**src/rtl/imm_narrow_buffer.sv**
```systemverilog
// Narrows wide datapath words to immediate fields, flags lossy narrowings,
// and buffers the results in a small ready/valid FIFO.
module imm_narrow_buffer #(
  parameter int IN_W  = 32,
  parameter int OUT_W = 10,
  parameter int DEPTH = 2,
  parameter int CNT_W = 16
) (
  input  logic             clk,
  input  logic             reset,
  input  logic             in_valid,
  output logic             in_ready,
  input  logic [IN_W-1:0]  in_data,
  input  logic             in_sext,
  output logic             out_valid,
  input  logic             out_ready,
  output logic [OUT_W-1:0] out_data,
  output logic             out_lossy,
  input  logic             clr_count,
  output logic [CNT_W-1:0] lossy_count
);

  localparam int PW = (DEPTH > 1) ? $clog2(DEPTH) : 1;
  localparam int CW = PW + 1;
  localparam logic [CW-1:0]    FULL_OCC = CW'(DEPTH);
  localparam logic [CNT_W-1:0] CNT_MAX  = {CNT_W{1'b1}};

  // A narrowing is lossy when the upper bits are not the extension of the field.
  function automatic logic f_lossy(input logic [IN_W-1:0] d, input logic sext);
    logic [IN_W-OUT_W-1:0] hi;
    hi = d[IN_W-1:OUT_W];
    if (sext) begin
      f_lossy = (hi != {(IN_W-OUT_W){d[OUT_W-1]}});
    end else begin
      f_lossy = |hi;
    end
  endfunction

  logic [OUT_W:0]   r_mem [DEPTH];
  logic [PW-1:0]    r_wr_ptr;
  logic [PW-1:0]    r_rd_ptr;
  logic [CW-1:0]    r_occ;
  logic [CNT_W-1:0] r_cnt;

  logic w_in_ready;
  logic w_out_valid;
  logic w_push;
  logic w_pop;
  logic w_lossy;

  // Handshake qualifiers derive only from stored occupancy.
  always_comb begin
    w_in_ready  = (r_occ != FULL_OCC);
    w_out_valid = (r_occ != {CW{1'b0}});
    w_push      = in_valid & w_in_ready;
    w_pop       = w_out_valid & out_ready;
    w_lossy     = f_lossy(in_data, in_sext);
  end

  // FIFO storage, pointers and occupancy.
  always_ff @(posedge clk or posedge reset) begin
    if (reset) begin
      for (int i = 0; i < DEPTH; i++) begin
        r_mem[i] <= '0;
      end
      r_wr_ptr <= '0;
      r_rd_ptr <= '0;
      r_occ    <= '0;
    end else begin
      if (w_push) begin
        r_mem[r_wr_ptr] <= {w_lossy, in_data[OUT_W-1:0]};
        r_wr_ptr        <= r_wr_ptr + PW'(1);
      end
      if (w_pop) begin
        r_rd_ptr <= r_rd_ptr + PW'(1);
      end
      case ({w_push, w_pop})
        2'b10:   r_occ <= r_occ + CW'(1);
        2'b01:   r_occ <= r_occ - CW'(1);
        default: r_occ <= r_occ;
      endcase
    end
  end

  // Saturating lossy counter; clear beats a coincident increment.
  always_ff @(posedge clk or posedge reset) begin
    if (reset) begin
      r_cnt <= '0;
    end else if (clr_count) begin
      r_cnt <= '0;
    end else if (w_push && w_lossy && (r_cnt != CNT_MAX)) begin
      r_cnt <= r_cnt + CNT_W'(1);
    end else begin
      r_cnt <= r_cnt;
    end
  end

  assign in_ready    = w_in_ready;
  assign out_valid   = w_out_valid;
  assign out_data    = r_mem[r_rd_ptr][OUT_W-1:0];
  assign out_lossy   = r_mem[r_rd_ptr][OUT_W];
  assign lossy_count = r_cnt;

endmodule

```
**config.mk**
```make
export PLATFORM = sky130hd
export DESIGN_NAME = imm_narrow_buffer
export DESIGN_NICKNAME = d
export VERILOG_FILES = /design/src/rtl/imm_narrow_buffer.sv
export SDC_FILE = /design/constraint.sdc
export NUM_CORES = 1
export LEC_CHECK = 0
export CORE_UTILIZATION = 30
export DETAILED_ROUTE_END_ITERATION = 10
export PLACE_DENSITY = 0.54
export SYNTH_ARGS = -nofsm -noshare
export SYNTH_HDL_FRONTEND = slang
export SYNTH_SLANG_ARGS = --single-unit
```
**constraint.sdc**
```tcl
create_clock -name clk -period 2.2 [get_ports clk]
set_input_delay 0.44 -clock clk [delete_from_list [all_inputs] [get_ports clk]]
set_output_delay 0.44 -clock clk [all_outputs]
set_load 0.02 [all_outputs]
```
# Yosys cells after proc, flatten, opt, wreduce, memory -nomap -nowiden
# Index checks and enable logic that the tools add are counted.
# W data, S select, Z words.
op_classes:
  magnitude_cmp: 3
  eq_ne: 5
  n_reduce_logical: 7
  n_addsub: 5
  mux: 10
  n_bitwise: 4
ops:
  columns: ["cell", "count"]
  rows:
  - ["$mux W11", 4]
  - ["$mux W16", 2]
  - ["$bwmux W22", 1]
  - ["$ne A22 B22 Y1", 1]
  - ["$reduce_or A22 Y1", 1]
  - ["$add A16 B1 Y16 const B", 1]
  - ["$ne A16 B16 Y1 const B", 1]
  - ["$demux W11 S1", 1]
  - ["$reduce_bool A2 Y1", 3]
  - ["$ge A2 B2 Y1 const B", 2]
  - ["$not A1 Y2", 2]
  - ["$pmux W2 S2", 1]
  - ["$logic_and A1 B1 Y1", 3]
  - ["$add A1 B1 Y1 const B", 2]
  - ["$add A2 B1 Y2 const B", 1]
  - ["$and A1 B1 Y1", 2]
  - ["$eq A2 B1 Y1 const B", 1]
  - ["$eq A2 B2 Y1 const B", 1]
  - ["$lt A2 B1 Y1 const B", 1]
  - ["$ne A2 B2 Y1 const B", 1]
  - ["$sub A2 B1 Y2 const B", 1]
  - ["$mux W1", 1]
word_totals:
  register_bits: 42
  output_inout_bits: 29

# Depth between registers and ports, before layout
logic_depth:
  word_depth: 6
  mapped_depth: 7

# Worst setup path after synthesis
# Ideal clock, no wire load.
synth_path:
  path_type: "register to register"
  start: "reg r_cnt[0], in the netlist lossy_count[0]"
  end: "reg r_cnt[13], in the netlist lossy_count[13]"
  arrival_time_ps: 1902
  n_path_buf: 1
  path_stages_with_launch: 8
  setup_slack_ps: 173
  synth_period_minus_slack_ps: 2027
  path_cell_list: "dfrtp_1 -> ha_1 -> nand4_1 -> or4_4 -> o2111ai_2 -> buf_6 -> nor3b_2 -> mux2_4"
synth_between:
  elab_chain_len: 3
  word_cells_on_any_way: 6
synth_rtl:
  columns: ["item", "line", "rtl"]
  rows:
  - ["from (decl)", "43", "logic [CNT_W-1:0] r_cnt;"]
  - ["from (signal assigned)", "92", "r_cnt <= r_cnt + CNT_W'(1);"]
  - ["from (signal assigned)", "94", "r_cnt <= r_cnt;"]
  - ["$add A16 B1 Y16 / $ne A16 B16 Y1 (equally long branches)", "92, 91", null]
  - ["$mux W16 / $logic_and A1 B1 Y1 (equally long branches)", "91", "end else if (w_push && w_lossy && (r_cnt != CNT_MAX)) begin"]
  - ["$mux W16 / $reduce_bool A2 Y1 (equally long branches)", null, null]
# Several ways; a longest one is shown, not always the timed one. The select of a mux whose other input is x is not followed.
# A chain may end at the register's enable or synchronous reset.

# Worst setup path after layout
layout_path:
  start: "in in_data[26]"
  end: "reg r_cnt[12], in the netlist lossy_count[12]"
layout_between:
  elab_chain_len: 5
  word_cells_on_any_way: 6
layout_rtl:
  columns: ["item", "line", "rtl"]
  rows:
  - ["from (decl)", "13", "input logic [IN_W-1:0] in_data,"]
  - ["$ne A22 B22 Y1 / $reduce_or A22 Y1 (equally long branches)", "33, 35", null]
  - ["$mux W1 *", "32", "if (sext) begin"]
  - ["$logic_and A1 B1 Y1 * (2 in a row)", "91", null]
  - ["$reduce_bool A2 Y1 (no line) *", null, null]
# Mark *: on every way between the ends. The rest lies on a longest branch, timed or not.

==> impl_metrics.csv <==
group,metric,value,unit
clock_tree,clk_pin_slew_worst_paths,0.08,ns
timing,min_period,2.11,ns
synthesis,ys_ff_latch,42,
clock_tree,clock-root-buffer,"clkbuf_8",
clock_tree,cts_tree,"yes",
pwr,p_per_area,988,nW/um2
drt,ant_nets,0,
drt,route.detailed.drc,0,
worst_hold_path,hold_class,"register to register",
clock_tree,htreeDepth,2,
synthesis,synth_area_per_cell,11.1,um2
setup_path,cp-end-kind,"register",
placement,numPortBuffers,66,
clock_tree,clock_latency,0.29,ns
placement,pre_cts_ws,-0.209,ns
flow_run,drv_cap,0,
drt,drt-initial-drc-count,51,
timing,fin_skew,0.00299,ns
setup_path,cp-start-kind,"input pin",
final_layout,n_antenna_cell,0,
floorplanning,initial_utilization,30.9,%
synthesis,synth_top_area_cell,"dfrtp_1",
floorplanning,pin_count,67,
timing,finalHoldViolations,0,
synthesis,synth_edf_count,0,
timing,fmax,473,MHz
run_status,status,"completed",
final_layout,stdcell_area,3350,um2
pwr,leakagePower,0.00141,uW
final_layout,final_common_cell,"clkdlybuf4s50_1",
global_route,grt_pass1_vias,1818,
placement,place_area,3200,um2
setup_path,crit_required,2.38,ns
final_layout,area_delta_synth_final,49.2,%
pwr,worst_ir_drop_vdd,631,uV
drt,drt-wirelength-per-cell,14.2,um
synthesis,syn_area,2240,um2
global_route,grt_first_pass_wirelength,8.71,mm
clock_tree,clockBufferDepth,2,
global_route,grt_max_degree,43,
timing,slew_headroom,64.7,%
timing,drv_slew,0,
synthesis,syn_nets,242,
synthesis,seq_area_frac_synth,46.8,%
global_route,antenna_found_initial,0,
synthesis,yosysUniqueCellTypes,41,
setup_path,cp_data_arrival_time,2.29,ns
synthesis,synth_flop_cell,"dfrtp_1",
drt,vias_per_cell,4.91,
clock_tree,hold_buffers,0,
floorplanning,die-area,7830,um2
timing,setup_ws,0.0856,ns
clock_tree,cts_made_buffers,5,
clock_tree,clkSinkCount,42,
timing,fin_crit_sh,96.1,%
drt,num_vias,1913,
setup_path,cp_max_fo,13,
synthesis,synth_top_cell_area_share,46.8,%
clock_tree,cts_resized,0,
placement,dp.final_hpwl,4.11,mm
final_layout,drive_gt1_share,25.4,%
setup_path,path_class,"input pin to register",
timing,worstMarginPinSlew,0.529,ns
final_layout,most-common-layout-cells,"clkdlybuf4s50_1, dfrtp_1, mux2_2",
final_layout,fin_nets,330,
timing,setup_viol,0,
floorplanning,die_w,88.5,um
floorplanning,die_h,88.5,um
synthesis,synth.area.top_cells,"dfrtp_1, mux2_2, o31ai_1",
clock_tree,postCtsSetupRepairBufs,0,
floorplanning,core,7250,um2
synthesis,ys_warn_count,0,
drt,wl,5.54,mm
floorplanning,rows,31,
synthesis,postSynth.asyncResetShare,100,%
global_route,grt_usage,14.5,%
synthesis,synth_cells,202,
drt,first_pass_iters,4,
global_route,grt.overflow.total,0,
placement,routabilityCongestion,0.748,
-- state kept, by name, summed over array words and instances (netlist names) --
name         count
r_mem           22
lossy_count     16
r_occ            2
r_rd_ptr         1
r_wr_ptr         1
-- synthesized netlist by cell type, types with 2 or more instances --
master and instances:
a21oi_1 11, and4_1 3, buf_6 2, clkbuf_1 4, dfrtp_1 42, ha_1 2, inv_1 5, mux2_1 4
mux2_2 31, nand2_1 11, nand2b_1 2, nand3_1 8, nand4_1 7, nor2_1 11, nor2b_1 5, nor3_1 2
nor4_1 6, o21ai_0 2, o31ai_1 10, or2_2 2, or4_1 10, xnor2_1 2, xor2_1 2
-- logic make-up (layout without fill, tap and decap cells) --
group	count (synthesis)	in the layout	share of synthesized area, %
simple gates	77	77	20.5
flops	42	42	46.8
mux	36	36	18.2
compound gates	28	28	8.75
buf+inv	13	102	3.01
xor+xnor	4	4	1.56
fa+ha+maj	2	2	1.11
-- per-stage QoR --
stage,util [%],power [uW],hold WS [ns],setup TNS (ns),cells
2_1_floorplan,-,2050,0.444,0,202
3_3_place_gp,44.2,2740,0.461,-2.87,382
3_5_place_dp,44.2,2770,0.472,-2.67,382
4_1_cts,45.7,3400,0.491,0,390
5_1_grt,46.2,3530,0.518,-0.00729,390
6_report,46.2,3310,0.489,0,390
-- worst max-delay path: stages --
cell and delay, ns:
clkdlybuf4s50_1 0.49, nand4_1 0.09, or4_1 0.59, a21oi_4 0.16, buf_12 0.15, nor3_1 0.06
mux2_1 0.32
-- worst paths after layout --
path                                                 start                          end  slack [ns]  cells past startpoint
worst min-delay path                 r_mem[21]$_DFFE_PP0P_        r_mem[21]$_DFFE_PP0P_        0.49                      2
worst max-delay path                           in_data[26]  lossy_count[12]$_DFFE_PP0P_        0.09                      7
worst max register to register  lossy_count[1]$_DFFE_PP0P_   lossy_count[3]$_DFFE_PP0P_        0.20                      6
max in group asynchronous                            reset   lossy_count[8]$_DFFE_PP0P_        1.26                      3
min in group asynchronous                            reset         r_mem[9]$_DFFE_PP0P_        0.58                      3
worst min register to register       r_mem[21]$_DFFE_PP0P_        r_mem[21]$_DFFE_PP0P_        0.49                      2
-- where the power goes --
part | leakage [uW] | switching, uW | internal (uW)
clock | 0.0000514 | 277 | 339
sequential | 0.000528 | 134 | 1030
combinational | 0.000833 | 653 | 879
-- area by class of cell --
type,instances,area (um2)
Tap cell,99,124
Clock buffer,6,72.6
Timing Repair Buffer,89,911
Inverter,5,18.8
Sequential cell,42,1050
Multi-Input combinational cell,147,1130
Clock inverter,2,37.5
Fill cell,683,3900
-- metal layers --
layer | vias to the layer above | routed length [um] | track usage (%)
met2 | 56 | 2570 | 23.6
met3 | 6 | 298 | 3.17
met1 | 919 | 2610 | 19.4
met4 | 0 | 71 | 4.40
met5 | - | 0 | 0
li1 | 932 | - | -
No activity file was read; power rests on OpenSTA's default activity.
